$ cat config.mk
export PLATFORM = sky130hd
export DESIGN_NAME = vdp_super_res_writer_flat
export DESIGN_NICKNAME = d
export VERILOG_FILES = /design/src/rtl/vdp_super_res_writer_pkg.sv /design/src/rtl/vdp_super_res_writer_if.sv /design/src/rtl/vdp_super_wr_fifo.sv /design/src/rtl/vdp_super_res_writer.sv /design/src/flat_wrapper.sv
export SDC_FILE = /design/constraint.sdc
export NUM_CORES = 1
export LEC_CHECK = 0
export CELL_PAD_IN_SITES_DETAIL_PLACEMENT = 2
export CELL_PAD_IN_SITES_GLOBAL_PLACEMENT = 2
export CORE_MARGIN = 3
export CORE_UTILIZATION = 42
export DETAILED_ROUTE_END_ITERATION = 10
export PLACE_DENSITY = 0.89
export SLEW_MARGIN = 5
export SYNTH_ARGS = -nofsm -noshare
export SYNTH_HDL_FRONTEND = slang
export SYNTH_SLANG_ARGS = --single-unit
export TNS_END_PERCENT = 100
$ cat constraint.sdc
create_clock -name clk -period 6.8 [get_ports clk]
set_clock_uncertainty 0.05 [all_clocks]
set_input_delay 1.02 -clock clk [delete_from_list [all_inputs] [get_ports clk]]
set_output_delay 1.02 -clock clk [all_outputs]
set_load 0.01 [all_outputs]
$ cat src/rtl/vdp_super_res_writer_pkg.sv
// Shared types for the super-res CPU-side VRAM writer: pointer/word widths,
// the queued write entry, the issue FSM states and the byte-lane helper.
package vdp_super_res_writer_pkg;

   localparam int SUPER_RES_PTR_W  = 19;
   localparam int VRAM_WORD_ADDR_W = 17;

   typedef struct packed {
      logic [SUPER_RES_PTR_W-1:0] ptr;
      logic [7:0]                 data;
   } super_wr_entry_t;

   typedef enum logic [1:0] {
      SW_IDLE,
      SW_ISSUE,
      SW_WAIT_ACK
   } super_wr_state_t;

   // Pixel n lives in byte n of the linear layout, so lane 0 is wdata[7:0].
   function automatic logic [3:0] lane_be(input logic [1:0] lane);
      return 4'b0001 << lane;
   endfunction

endpackage

$ cat src/rtl/vdp_super_res_writer_if.sv
// VRAM write port between the super-res writer (master) and the VRAM arbiter (slave).
interface vdp_super_res_writer_if;
   import vdp_super_res_writer_pkg::*;

   logic                        vram_wr_req;
   logic [VRAM_WORD_ADDR_W-1:0] vram_addr;
   logic [31:0]                 vram_wdata;
   logic [3:0]                  vram_be;
   logic                        vram_ack;

   modport master (
      output vram_wr_req, vram_addr, vram_wdata, vram_be,
      input  vram_ack
   );

   modport slave (
      input  vram_wr_req, vram_addr, vram_wdata, vram_be,
      output vram_ack
   );

endinterface

$ cat src/rtl/vdp_super_wr_fifo.sv
// Small synchronous FIFO of pending byte writes. A push while full is still
// accepted when a pop happens in the same cycle.
module vdp_super_wr_fifo
   import vdp_super_res_writer_pkg::*;
#(
   parameter int DEPTH = 4
) (
   input  logic            clk,
   input  logic            reset,
   input  logic            push,
   input  logic            pop,
   input  super_wr_entry_t wr_entry,
   output super_wr_entry_t rd_entry,
   output logic            full,
   output logic            empty
);

   localparam int IDX_W = $clog2(DEPTH);

   // Extra MSB on each index distinguishes full from empty.
   logic [IDX_W:0]  wr_idx;
   logic [IDX_W:0]  rd_idx;
   super_wr_entry_t mem [DEPTH];
   logic            do_push;
   logic            do_pop;

   assign empty   = (wr_idx == rd_idx);
   assign full    = (wr_idx[IDX_W] != rd_idx[IDX_W]) &&
                    (wr_idx[IDX_W-1:0] == rd_idx[IDX_W-1:0]);
   assign do_pop  = pop && !empty;
   assign do_push = push && (!full || do_pop);
   assign rd_entry = mem[rd_idx[IDX_W-1:0]];

   // Read/write index advance.
   always_ff @(posedge clk) begin
      if (reset) begin
         wr_idx <= '0;
         rd_idx <= '0;
      end else begin
         if (do_push) wr_idx <= wr_idx + 1'b1;
         if (do_pop)  rd_idx <= rd_idx + 1'b1;
      end
   end

   // Entry storage; contents need no reset since the indices define validity.
   always_ff @(posedge clk) begin
      if (do_push) mem[wr_idx[IDX_W-1:0]] <= wr_entry;
   end

endmodule

$ cat src/rtl/vdp_super_res_writer.sv
// CPU-side writer into the linear 8bpp super-res framebuffer. The CPU loads a
// byte pointer, then streams pixel bytes that auto-increment it; each byte is
// committed as a byte-enabled 32-bit VRAM write only while the display is not
// fetching.
module vdp_super_res_writer
   import vdp_super_res_writer_pkg::*;
#(
   parameter int FIFO_DEPTH = 4,
   parameter int ADDR_W     = SUPER_RES_PTR_W
) (
   input  logic                   clk,
   input  logic                   reset,
   input  logic                   vdp_super,
   input  logic                   super_res_drawing,
   input  logic                   cpu_ptr_wr,
   input  logic [1:0]             cpu_ptr_sel,
   input  logic                   cpu_data_wr,
   input  logic [7:0]             cpu_data,
   vdp_super_res_writer_if.master vram,
   output logic                   fifo_full,
   output logic                   busy,
   output logic                   overflow,
   input  logic                   status_rd
);

   logic [ADDR_W-1:0]   ptr;
   logic [ADDR_W-1:0]   ptr_next;
   super_wr_state_t     state;
   super_wr_state_t     state_next;
   super_wr_entry_t     push_entry;
   super_wr_entry_t     head;
   logic                fifo_empty;
   logic                pop;
   logic                push_ok;
   logic                req;
   logic [ADDR_W-3:0]   addr;
   logic [31:0]         wdata;
   logic [3:0]          be;

   // Only start a new write from IDLE with the gate open; an in-flight write is never aborted.
   assign pop     = (state == SW_IDLE) && !fifo_empty && vdp_super && !super_res_drawing;
   assign push_ok = cpu_data_wr && (!fifo_full || pop);
   assign push_entry.ptr  = ptr;
   assign push_entry.data = cpu_data;
   assign busy = !fifo_empty || (state != SW_IDLE);

   assign vram.vram_wr_req = req;
   assign vram.vram_addr   = addr;
   assign vram.vram_wdata  = wdata;
   assign vram.vram_be     = be;

   vdp_super_wr_fifo #(.DEPTH(FIFO_DEPTH)) u_fifo (
      .clk      (clk),
      .reset    (reset),
      .push     (push_ok),
      .pop      (pop),
      .wr_entry (push_entry),
      .rd_entry (head),
      .full     (fifo_full),
      .empty    (fifo_empty)
   );

   // Pointer update: data auto-increment first, then a pointer byte load overrides its own byte.
   always_comb begin
      ptr_next = ptr;
      if (push_ok) ptr_next = ptr + 1'b1;
      if (cpu_ptr_wr) begin
         case (cpu_ptr_sel)
            2'd0:    ptr_next[7:0]         = cpu_data;
            2'd1:    ptr_next[15:8]        = cpu_data;
            2'd2:    ptr_next[ADDR_W-1:16] = cpu_data[ADDR_W-17:0];
            default: ;
         endcase
      end
   end

   // Pointer and sticky overflow; a drop in the same cycle as status_rd keeps overflow set.
   always_ff @(posedge clk) begin
      if (reset) begin
         ptr      <= '0;
         overflow <= 1'b0;
      end else begin
         ptr <= ptr_next;
         if (cpu_data_wr && !push_ok) overflow <= 1'b1;
         else if (status_rd)          overflow <= 1'b0;
      end
   end

   // Issue FSM state register.
   always_ff @(posedge clk) begin
      if (reset) state <= SW_IDLE;
      else       state <= state_next;
   end

   // Issue FSM next-state.
   always_comb begin
      state_next = state;
      case (state)
         SW_IDLE:     if (pop) state_next = SW_ISSUE;
         SW_ISSUE:    state_next = SW_WAIT_ACK;
         SW_WAIT_ACK: if (vram.vram_ack) state_next = SW_IDLE;
         default:     state_next = SW_IDLE;
      endcase
   end

   // Registered VRAM request; address, data and lanes are captured at pop and held until ack.
   always_ff @(posedge clk) begin
      if (reset) begin
         req   <= 1'b0;
         addr  <= '0;
         wdata <= '0;
         be    <= '0;
      end else begin
         req <= (state_next != SW_IDLE);
         if (pop) begin
            addr  <= head.ptr[ADDR_W-1:2];
            wdata <= {4{head.data}};
            be    <= lane_be(head.ptr[1:0]);
         end
      end
   end

endmodule

$ cat src/flat_wrapper.sv
// flat-port wrapper written by rule: the top's interface ports become plain ports
module vdp_super_res_writer_flat import vdp_super_res_writer_pkg::*;
#(
   parameter int FIFO_DEPTH = 4,
   parameter int ADDR_W     = SUPER_RES_PTR_W
)
  (clk, reset, vdp_super, super_res_drawing, cpu_ptr_wr, cpu_ptr_sel, cpu_data_wr, cpu_data, fifo_full, busy, overflow, status_rd, vram_vram_wr_req, vram_vram_addr, vram_vram_wdata, vram_vram_be, vram_vram_ack);
  vdp_super_res_writer_if vram_i ();
  input  logic clk;
  input  logic reset;
  input  logic vdp_super;
  input  logic super_res_drawing;
  input  logic cpu_ptr_wr;
  input  logic [1:0] cpu_ptr_sel;
  input  logic cpu_data_wr;
  input  logic [7:0] cpu_data;
  output logic fifo_full;
  output logic busy;
  output logic overflow;
  input  logic status_rd;
  output wire logic [$bits(vram_i.vram_wr_req)-1:0] vram_vram_wr_req;
  output wire logic [$bits(vram_i.vram_addr)-1:0] vram_vram_addr;
  output wire logic [$bits(vram_i.vram_wdata)-1:0] vram_vram_wdata;
  output wire logic [$bits(vram_i.vram_be)-1:0] vram_vram_be;
  input wire logic [$bits(vram_i.vram_ack)-1:0] vram_vram_ack;
  assign vram_vram_wr_req = vram_i.vram_wr_req;
  assign vram_vram_addr = vram_i.vram_addr;
  assign vram_vram_wdata = vram_i.vram_wdata;
  assign vram_vram_be = vram_i.vram_be;
  assign vram_i.vram_ack = vram_vram_ack;
  vdp_super_res_writer #(.FIFO_DEPTH(FIFO_DEPTH), .ADDR_W(ADDR_W)) u_core (.clk(clk), .reset(reset), .vdp_super(vdp_super), .super_res_drawing(super_res_drawing), .cpu_ptr_wr(cpu_ptr_wr), .cpu_ptr_sel(cpu_ptr_sel), .cpu_data_wr(cpu_data_wr), .cpu_data(cpu_data), .vram(vram_i), .fifo_full(fifo_full), .busy(busy), .overflow(overflow), .status_rd(status_rd));
endmodule
After elaboration in Yosys (flattened, before gate mapping):

Memory sizes are Yosys's and may differ from the RTL's. A register that Yosys moved wholly into a read port is not among the register bits.
Cells that the tools add are included.

* add/sub/neg operators: 3
* shifts and indexed selects: 1
* reductions and logical operators: 20
* equality and inequality tests: 7
* multiplexer cells: 14

Operator list (number)
* two-way mux 19 bit: 2
* adder 19 x 1 -> 19 bit, second input constant: 1
* two-way mux 8 bit: 2
* logical AND 1 bit: 8
* two-way mux 2 bit: 4
* adder 3 x 1 -> 3 bit, second input constant: 2
* one-hot mux 2 bit (3 select lines): 1
* nonzero test 2 bit: 3
* equality test 2 x 1 -> 1 bit, second input constant: 2
* equality test 2 bit, second input constant: 2
* zero test 1 bit: 4
* zero test 2 bit: 2
* two-way mux 1 bit: 4
* << shifter 1 x 2 -> 4 bit, first input constant: 1
* equality test 3 bit: 1
* logical OR 1 bit: 3
* two-way mux 3 bit: 1
* equality test 2 bit: 1
* inequality test 1 bit: 1

* register bits: 82
* memories: 1
* output and inout port bits: 57
* input port bits: 18
* word-level logic and storage cells: 55
* RAM bits: 108

Memories
* u_core.u_fifo.mem: words 4, bits a word 27, read ports 1, clocked after Yosys merged registers in 1, wr ports 1, RTL line vdp_super_wr_fifo.sv:23 `super_wr_entry_t mem [DEPTH];`

Longest topological paths before layout:

* depth after elaboration: 10
* mapped depth: 7
* mapped depth without buffers: 6

Hierarchy:

Synthesis repeated with hierarchy kept, for this count alone.

* cells, all modules: 516
* area total of the unflattened synthesis: 6952.9 sq um

Modules (own cells, without submodules)
* vdp_super_wr_fifo: area an instance 4434.3 sq um, instances 1, cells each 196, seq. area each 3403.3 sq um
* vdp_super_res_writer: area an instance 2518.7 sq um, instances 1, cells each 320, seq. area each 1041.0 sq um

Worst setup path after synthesis:

Ideal clock, no wire load.

* path kind: input to register
* from: in super_res_drawing
* to: mem u_core.u_fifo.mem[0][0] (netlist name) (enable)
* stages on the path: 4
* required time: 6.364 ns
* data arrival time: 2.623 ns
* setup time: 0.386 ns
* path slack: 3.741 ns
* path buffers: 1
* path through: or4b_4 nand4_1 buf_6 and3_1

* cells in the longest elaborated chain, start to end: 7
* elaborated cells between the ends (all ways): 9
* those cells by class: 2 x mux; 7 x reduce/logical

RTL lines
* start, declared: RTL line flat_wrapper.sv:12 `input logic super_res_drawing;`
* zero test 1 bit *: RTL line vdp_super_res_writer.sv:41 `assign pop = (state == SW_IDLE) && !fifo_empty && vdp_super && !super_res_drawing;`
* logical AND 1 bit *: RTL line vdp_super_res_writer.sv:41
* logical OR 1 bit / logical AND 1 bit (equally long branches): RTL line vdp_super_res_writer.sv:42, vdp_super_wr_fifo.sv:30
* logical AND 1 bit / logical OR 1 bit (equally long branches): RTL line vdp_super_res_writer.sv:42, vdp_super_wr_fifo.sv:31
* logical AND 1 bit *: RTL line vdp_super_wr_fifo.sv:31 `assign do_push = push && (!full || do_pop);`
* two-way mux 1 bit *: RTL line vdp_super_wr_fifo.sv:47 `if (do_push) mem[wr_idx[IDX_W-1:0]] <= wr_entry;`
* two-way mux 1 bit (implied by the code) *: RTL line vdp_super_wr_fifo.sv:47
* end, declared: RTL line vdp_super_wr_fifo.sv:23

Mark *: on every way between the ends. The rest lies on a longest branch, timed or not.

Worst setup path after layout:

* from: in vdp_super
* to: mem u_core.u_fifo.mem[3][20] (netlist name) (enable)

* cells in the longest elaborated chain, start to end: 7
* elaborated cells between the ends (all ways): 9
* those cells by class: 2 x mux; 7 x reduce/logical

RTL lines
* start, declared: RTL line flat_wrapper.sv:11 `input logic vdp_super;`
* logical AND 1 bit * (2 in series): RTL line vdp_super_res_writer.sv:41
* logical OR 1 bit / logical AND 1 bit (equally long branches): RTL line vdp_super_res_writer.sv:42, vdp_super_wr_fifo.sv:30
* logical AND 1 bit / logical OR 1 bit (equally long branches): RTL line vdp_super_res_writer.sv:42, vdp_super_wr_fifo.sv:31
* logical AND 1 bit *: RTL line vdp_super_wr_fifo.sv:31
* two-way mux 1 bit *: RTL line vdp_super_wr_fifo.sv:47
* two-way mux 1 bit (implied by the code) *: RTL line vdp_super_wr_fifo.sv:47

Marked as above.

==> out/metrics.csv <==
stage,metric,value,unit
run_status,outcome,"finished, final reports clean",
detailed_routing,dr.pass1.iters,5,
clocking,clkLatencyLatePin,0.44,ns
logic_synthesis,synth_cell_types,38,
worst_setup_path,critPathArrivalTime,3.71,ns
sta,drv_slew,0,
sta,tightest_slew,1.124,ns
detailed_routing,drt-total-wl,20.52,mm
clocking,htree_levels,4,
clocking,cts_tree,built,
clocking,post_cts_resized,0,
worst_setup_path,critPathMaxStageDelay,0.79,ns
die,die_w,132.0,um
final_layout,final_util,0.5245,
logic_synthesis,synth_cells,474,
final_layout,layout_common_cells,"108 x edfxtp_1, 73 x clkdlybuf4s50_1, 71 x nand2_1, 59 x dfxtp_1, 32 x a21oi_1",
final_layout,area_delta_synth_final,20.90,%
sta,finalHoldViolations,0,
global_routing,grt.total_usage,0.2421,
placement,hpwlAfterDp,12.37,mm
die,ios,75,
final_layout,fillers,1396,
worst_setup_path,critPathLaunchType,primary input,
worst_setup_path,crit_chain,"clkdlybuf4s50_1, or4b_4, nand4_1, and3_1, buf_4",
detailed_routing,drt-initial-drc-count,291,
final_layout,final_nets,551,
sta,slew-limit-headroom,0.2510,
final_layout,antennaDiodeCount,0,
logic_synthesis,ys_ff_latch,168,
logic_synthesis,syn_area,6668,um^2
sta,tns,0,ns
logic_synthesis,yosys.area.top_type,edfxtp_1,
detailed_routing,postRouteAntennaNets,0,
worst_setup_path,criticalPathCategory,in2reg,
final_layout,layout-drive-gt1-share,0.1426,
placement,portBuffers,74,
global_routing,grt_pass1_wl,31.35,mm
sta,fin_crit,3.645,ns
logic_synthesis,synth-edff-count,108,
logic_synthesis,syn_avg_cell_area,14.07,um^2
sta,period_share,0.5360,
logic_synthesis,syn-num-nets,498,
power,leakage,2.631,nW
detailed_routing,drc_errors,0,
sta,fmax,0.2744,GHz
global_routing,grt_pass1_vias,4819,
worst_setup_path,slowest_stage,and3_1,
worst_setup_path,cp_max_fo,15,
global_routing,grt_max_degree,60,
clocking,cts_made_buffers,17,
die,die-area,17420,um^2
power,p_per_area,297.9,nW/um^2
sta,setup_viol,0,
clocking,clk_pin_slew,0.06,ns
clocking,hold_buffers,0,
hold_path,hold_class,reg2reg,
flow_run,drv_cap,0,
logic_synthesis,ys_seq_area_frac,0.6665,
die,core-area,15370,um^2
final_layout,layout_commonest_cell,edfxtp_1,
logic_synthesis,ys.flop_type,edfxtp_1,
placement,gp_congestion,0.7420,
clocking,cts_buffer_depth,2,
power,peakVddDrop,0.1988,mV
global_routing,grt_overflow,0,
worst_setup_path,crit_family,simple AND/OR/NAND/NOR gates,
worst_setup_path,crit_buf_inv,2,
clocking,post_cts_buffers,0,
die,die_h,132.0,um
worst_setup_path,required,6.86,ns
worst_setup_path,cp-end-kind,flip-flop,
logic_synthesis,async_flop_share,0,
die,start_util,0.4338,
logic_synthesis,yosys_warnings,0,
global_routing,antenna_found_initial,0,
sta,rsz0062_at_grt,no,
clocking,clkSinkCount,168,
detailed_routing,num_vias,4267,
detailed_routing,routedWlPerCell,27.32,um
logic_synthesis,synth.top_cell.area_share,0.4864,
detailed_routing,avgViaCountPerCell,5.682,
clocking,cts-root-buf,clkbuf_16,
die,rows,45,
logic_synthesis,synthTopCellsByArea,"edfxtp_1 49%, dfxtp_1 18%, mux4_2 9.1%, nand2_1 4.0%, buf_4 2.7%",
==> path summary, 6_finish.rpt <==
check	start	end	depth (start not counted)	slack [ns]
max	vdp_super	u_core.u_fifo.mem[3][20]$_DFFE_PP_	5	3.16
max reg2reg	u_core.u_fifo.wr_idx[2]$_SDFFE_PP0N_	u_core.u_fifo.mem[3][20]$_DFFE_PP_	4	3.74
min reg2reg	u_core.vram.vram_addr[7]$_SDFFE_PP0P_	u_core.vram.vram_addr[7]$_SDFFE_PP0P_	2	0.40
min	u_core.vram.vram_addr[7]$_SDFFE_PP0P_	u_core.vram.vram_addr[7]$_SDFFE_PP0P_	2	0.40
==> report_power, final <==
group          switching, mW  internal [mW]
combinational          0.109         0.0957
clock                  0.437          0.572
sequential            0.0492           1.14
==> flip-flops by register name (all words and copies together), names as in the netlist, named ones only <==
register and flops:
u_core.u_fifo.mem 108, u_core.ptr 19, u_core.vram.vram_addr 17, u_core.vram.vram_wdata 8, u_core.vram.vram_be 4, u_core.u_fifo.rd_idx 3, u_core.u_fifo.wr_idx 3, u_core.state 2
u_core.overflow 1, u_core.vram.vram_wr_req 1
==> cells by family (layout without fill, tap and decap cells) <==
group,Yosys count,after routing,share of synthesized area
adders and majority gates,6,6,0.01126
xor gates and xnor gates,25,25,0.03284
muxes,28,28,0.09270
buffers and inverters,51,117,0.04410
AOI/OAI and AO/OA,55,55,0.05423
and+or+nand+nor,141,141,0.09833
DFF,168,168,0.6665
==> area by class of cell <==
type                       count  area [um^2]  share of cell area
multi-input combinational    255         1936              0.2401
tap                          211        264.0             0.03275
clock buffer                  18        450.4             0.05587
sequential                   168         4446              0.5515
inverter                       3        11.26            0.001397
clock inverter                14        158.9             0.01971
timing repair buffer          82        795.8             0.09871
==> tightest hold or removal path, stage by stage (launching register included) <==
cell	delay (ns)
dfxtp_1	0.31
nand2_1	0.05
a21oi_1	0.05
==> stage by stage <==
stage / hold slack, ns / total power, mW / cells / setup WS (ns) / cell area (um^2)
finish: 0.4049 / 2.401 / 751 / 3.155 / 8061
global route: 0.4301 / 2.475 / 751 / 3.057 / 8061
CTS: 0.4085 / 2.416 / 751 / 3.144 / 8061
detailed placement: 0.3996 / 1.409 / 719 / 2.763 / 7452
global placement: 0.3944 / 1.381 / 719 / 2.973 / 7452
floorplan: 0.4261 / 1.308 / 474 / 3.741 / 6668
==> Yosys cell counts, types with 4 or more instances <==
cell,instances
a211oi_1,15
a21oi_1,32
and3_1,7
buf_2,4
buf_4,24
clkbuf_1,17
dfxtp_1,60
edfxtp_1,108
ha_1,6
mux4_2,27
nand2_1,71
nand3_1,8
nand3b_1,4
nand4_1,10
nor2_1,30
xnor2_1,10
xor2_1,15
==> metal layers <==
layer | track usage | part of all wire | up-vias
met2 | 0.4219 | 0.53 | 139
met3 | 0.04771 | 0.038 | 48
li1 | - | - | 1827
met1 | 0.2943 | 0.40 | 2253
met4 | 0.1015 | 0.030 | 0
met5 | 0 | 0 | -
(Power assumes the default switching activity.)
